File: config.mk
export PLATFORM = sky130hd
export DESIGN_NAME = rx_qpsk_ber_checker_ref_delay_line
export DESIGN_NICKNAME = d
export VERILOG_FILES = /design/src/rtl/rx_qpsk_ber_checker_ref_delay_line.sv
export SDC_FILE = /design/constraint.sdc
export NUM_CORES = 1
export LEC_CHECK = 0
export ABC_AREA = 1
export BUFFER_PORTS_ARGS = -buffer_cell sky130_fd_sc_hd__buf_2
export CAP_MARGIN = 20
export CORE_UTILIZATION = 45
export DETAILED_ROUTE_END_ITERATION = 6
export GPL_ROUTABILITY_DRIVEN = 1
export GPL_TIMING_DRIVEN = 0
export SETUP_SLACK_MARGIN = 0.05
export SKIP_LAST_GASP = 1
export SLEW_MARGIN = 25
export SYNTH_ARGS = -nofsm -noshare
export SYNTH_HDL_FRONTEND = slang
export SYNTH_SLANG_ARGS = --single-unit
File: constraint.sdc
create_clock -name clk -period 9.9 [get_ports clk]
set_input_delay 0 -clock clk [delete_from_list [all_inputs] [get_ports clk]]
set_output_delay 0 -clock clk [all_outputs]
set_load 0.05 [all_outputs]
File: src/rtl/rx_qpsk_ber_checker_ref_delay_line.sv
// Reference bit-pair delay line with a registered, run-time selectable tap.
module rx_qpsk_ber_checker_ref_delay_line #(
    parameter int MAX_DLY = 64,
    parameter int DLY_W   = 6
) (
    input  logic             clk,
    input  logic             rst,
    input  logic             in_valid,
    input  logic [1:0]       ref_bits,
    input  logic [DLY_W-1:0] sel,
    output logic [1:0]       tap
);

    localparam int HIST_W = 2 * (MAX_DLY - 1);

    // hist[2k+1:2k] holds the reference pair from k+1 symbols ago; tap 0 is the live input.
    logic [HIST_W-1:0] hist;
    logic [HIST_W+1:0] taps;

    assign taps = {hist, ref_bits};

    always_ff @(posedge clk or posedge rst) begin
        if (rst) begin
            hist <= '0;
            tap  <= '0;
        end else if (in_valid) begin
            hist <= {hist[HIST_W-3:0], ref_bits};
            tap  <= taps[{sel, 1'b0} +: 2];
        end
    end

endmodule

==> flow_summary.toml <==
[clocking]
path_clk_slew_ps = 50
cts_tree = "built"
htreeDepth = 4
numCtsBuffers = 17
worst_skew_pair.late_latency_ps = 420
clk_path_buf_depth = 2
clock-sinks = 128
root_buffer = "clkbuf_16"

[setup_path]
crit_required_ps = 10220
r2r_start = "hist[5]"
cp_cell_sequence = "nand2_1 -> nand3_1 -> nand3_1 -> nand3_1 -> nand2_1 -> nand2_1 -> nand3_1 -> nand2_1 -> nand2_1 -> nand2_1"
cp_slowest_cell = "dfrtp_1"
critical_path.max_stage_delay_ps = 400
reg2reg_to = "tap[1]"
end_kind = "flop"
rrSetupSlack_ps = 8600
cp_max_fo = 3
arrival_ps = 1620
critPathKind = "reg -> reg"
reg2regPathDepth = 10
crit_top_cell = "nand2_1"
worstSetupStartpointType = "flop"

[timing]
holdWs_ps = 17.3
rsz0062_at_grt = "false"
fin_skew_ps = 7.77
report.final.hold_viol_count = 0
relSlewSlack = 0.538
fmax_ghz = 0.769
finalSetupViolCount = 0
tns_ps = 0
tightest_slew_ps = 693
min_period_ps = 1300
final-max-slew-violation-count = 0
post-route-period-util = 0.131

[hold_path]
hold_depth = 4
hp-start = "in_valid"
min_to = "hist[57]"
hp-class = "in -> reg"

[drt]
ant_nets = 0
viasPerCell = 5.11
finalWirelength_mm = 15.6
drt-initial-drc-count = 536
drc = 0
drtPass1Iterations = 5
wire_per_inst_um = 14.8
vias = 5374

[synth]
ys_top_cells_by_count = "522 x nand2_1, 128 x dfrtp_1, 116 x nand3_1, 25 x clkbuf_1, 13 x buf_2"
ys_warn_count = 0
synth_top_area_share = 0.528
synth_flop_cell = "dfrtp_1"
synth_fp_nets = 843
syn_inst = 832
synth_edf_count = 0
ys_top_cells_by_area = "dfrtp_1 53%, nand2_1 32%, nand3_1 9.6%, clkbuf_1 1.5%, buf_2 1.1%"
yosysUniqueCellTypes = 11
synth_top_area_cell = "dfrtp_1"
avgSynthCellArea_um2 = 7.28
ys_seq_area_frac = 0.528
netlist_area_mm2 = 0.00606
synthArstFlopShare = 1.00
synth-seq-cells = 128
synth.most_common_cell = "nand2_1"

[die]
die_height_um = 118
die_area_mm2 = 0.0139
floorplan.rows = 42
placeableCoreArea_mm2 = 0.0132
pin_count = 13
start_util = 0.459
die_w_um = 118

[power]
ir_drop_uv = 168
p_sw_mw = 0.362
internal-power_mw = 1.06
power.density_mw_per_mm2 = 203
p_sw_frac = 0.254
clockPowerShare = 0.455
combPwrFrac = 0.110
seqPwrFrac = 0.434
leakage_nw = 3.76

[global_route]
grt-ovfl-total = 0
grt_max_degree = 79
antenna_found_initial = 0
grt_pass1_vias = 5194
grt_use_total = 0.246
grt_pass1_wl_mm = 26.3

[placement]
io_buffer_count = 9
gp_congestion = 0.817
place_hpwl_mm = 10.3
place_area_mm2 = 0.00636
dp.cells = 1018

[final_layout]
stdcell_count = 1052
area_growth_pct = 15.8
drive_gt1_frac = 0.0719
fin_util = 0.532
num-nets-final = 876
antennaDiodeCount = 0
stdcell_area_mm2 = 0.00702

[outcome]
outcome = "complete, no violations"

[job]
maxCapViolCount = 0
## state kept, by name, summed over array words and instances (netlist names)
register  flops
hist        126
tap           2
## power groups by stage
stage	clock, mW	combinational [mW]	sequential [mW]
3_3_place_gp	0	0.152	0.625
5_1_grt	0.681	0.180	0.625
3_5_place_dp	0	0.157	0.626
6_report	0.648	0.157	0.618
2_1_floorplan	0	0.112	0.618
4_1_cts	0.657	0.158	0.618
## placed cells by master (no fill, tap or decap)
master	Yosys	routed
buf_1	4	4
buf_16	0	1
buf_2	13	22
buf_4	7	7
buf_6	3	3
bufinv_16	0	3
clkbuf_1	25	27
clkbuf_16	0	17
clkbuf_8	0	6
clkinv_2	0	2
dfrtp_1	128	128
dlygate4sd3_1	0	4
inv_1	9	8
inv_2	1	1
inv_8	0	1
nand2_1	522	522
nand3_1	116	116
o21ai_0	4	4
## critical path: cells and delay by family, from the launching register on
kind          cells  cell delay [ps]
simple gates     10              800
flops             1              400
## how the worst max path moves through the flow
| stage | start | endpoint | depth (start not counted) |
|---|---|---|---|
| finish | hist[5] | tap[1] | 10 |
| global placement | rst | hist[38] | 2 |
| CTS | hist[5] | tap[1] | 10 |
| global route | hist[2] | tap[0] | 10 |
| floorplan | rst | hist[0] | 1 |
| detailed placement | sel[3] | tap[1] | 9 |
## metrics by stage
stage,setup slack (ps),power [mW]
after CTS,8590,1.43
after floorplan,6490,0.730
after global routing,8470,1.49
after global placement,5000,0.776
final,8600,1.42
after detailed placement,8410,0.782
## per-layer routing
layer / up-vias / track usage / share of wire
met5: - / 0 / 0
met4: 0 / 0.104 / 0.023
met3: 28 / 0.0586 / 0.054
met2: 122 / 0.386 / 0.47
met1: 2581 / 0.326 / 0.46
li1: 2643 / - / -
## final cells by class
class	instances	area, µm²
fillers	1304	6170
flip-flops and latches	128	3200
multi-input cells	642	2560
clock buffers	25	515
plain buffers	52	260
well taps	176	220
repair buffers	14	113
clock inverters	5	100
inverters	10	45.0
## cells by family (layout without fill, tap and decap cells)
logic type             after synthesis  in the layout  synth area share
AOI/OAI and AO/OA                    4              4           0.00330
DFF                                128            128             0.528
and+or+nand+nor                    638            638             0.419
buffers and inverters               62            106            0.0491
## timing repair
| item | in CTS | in global routing |
|---|---|---|
| hold endpoints to repair | 62 | 0 |
| resized for setup | 0 | 0 |
| hold buffers | 4 | 0 |
| setup buffers | 0 | 0 |
(Power assumes the default switching activity.)
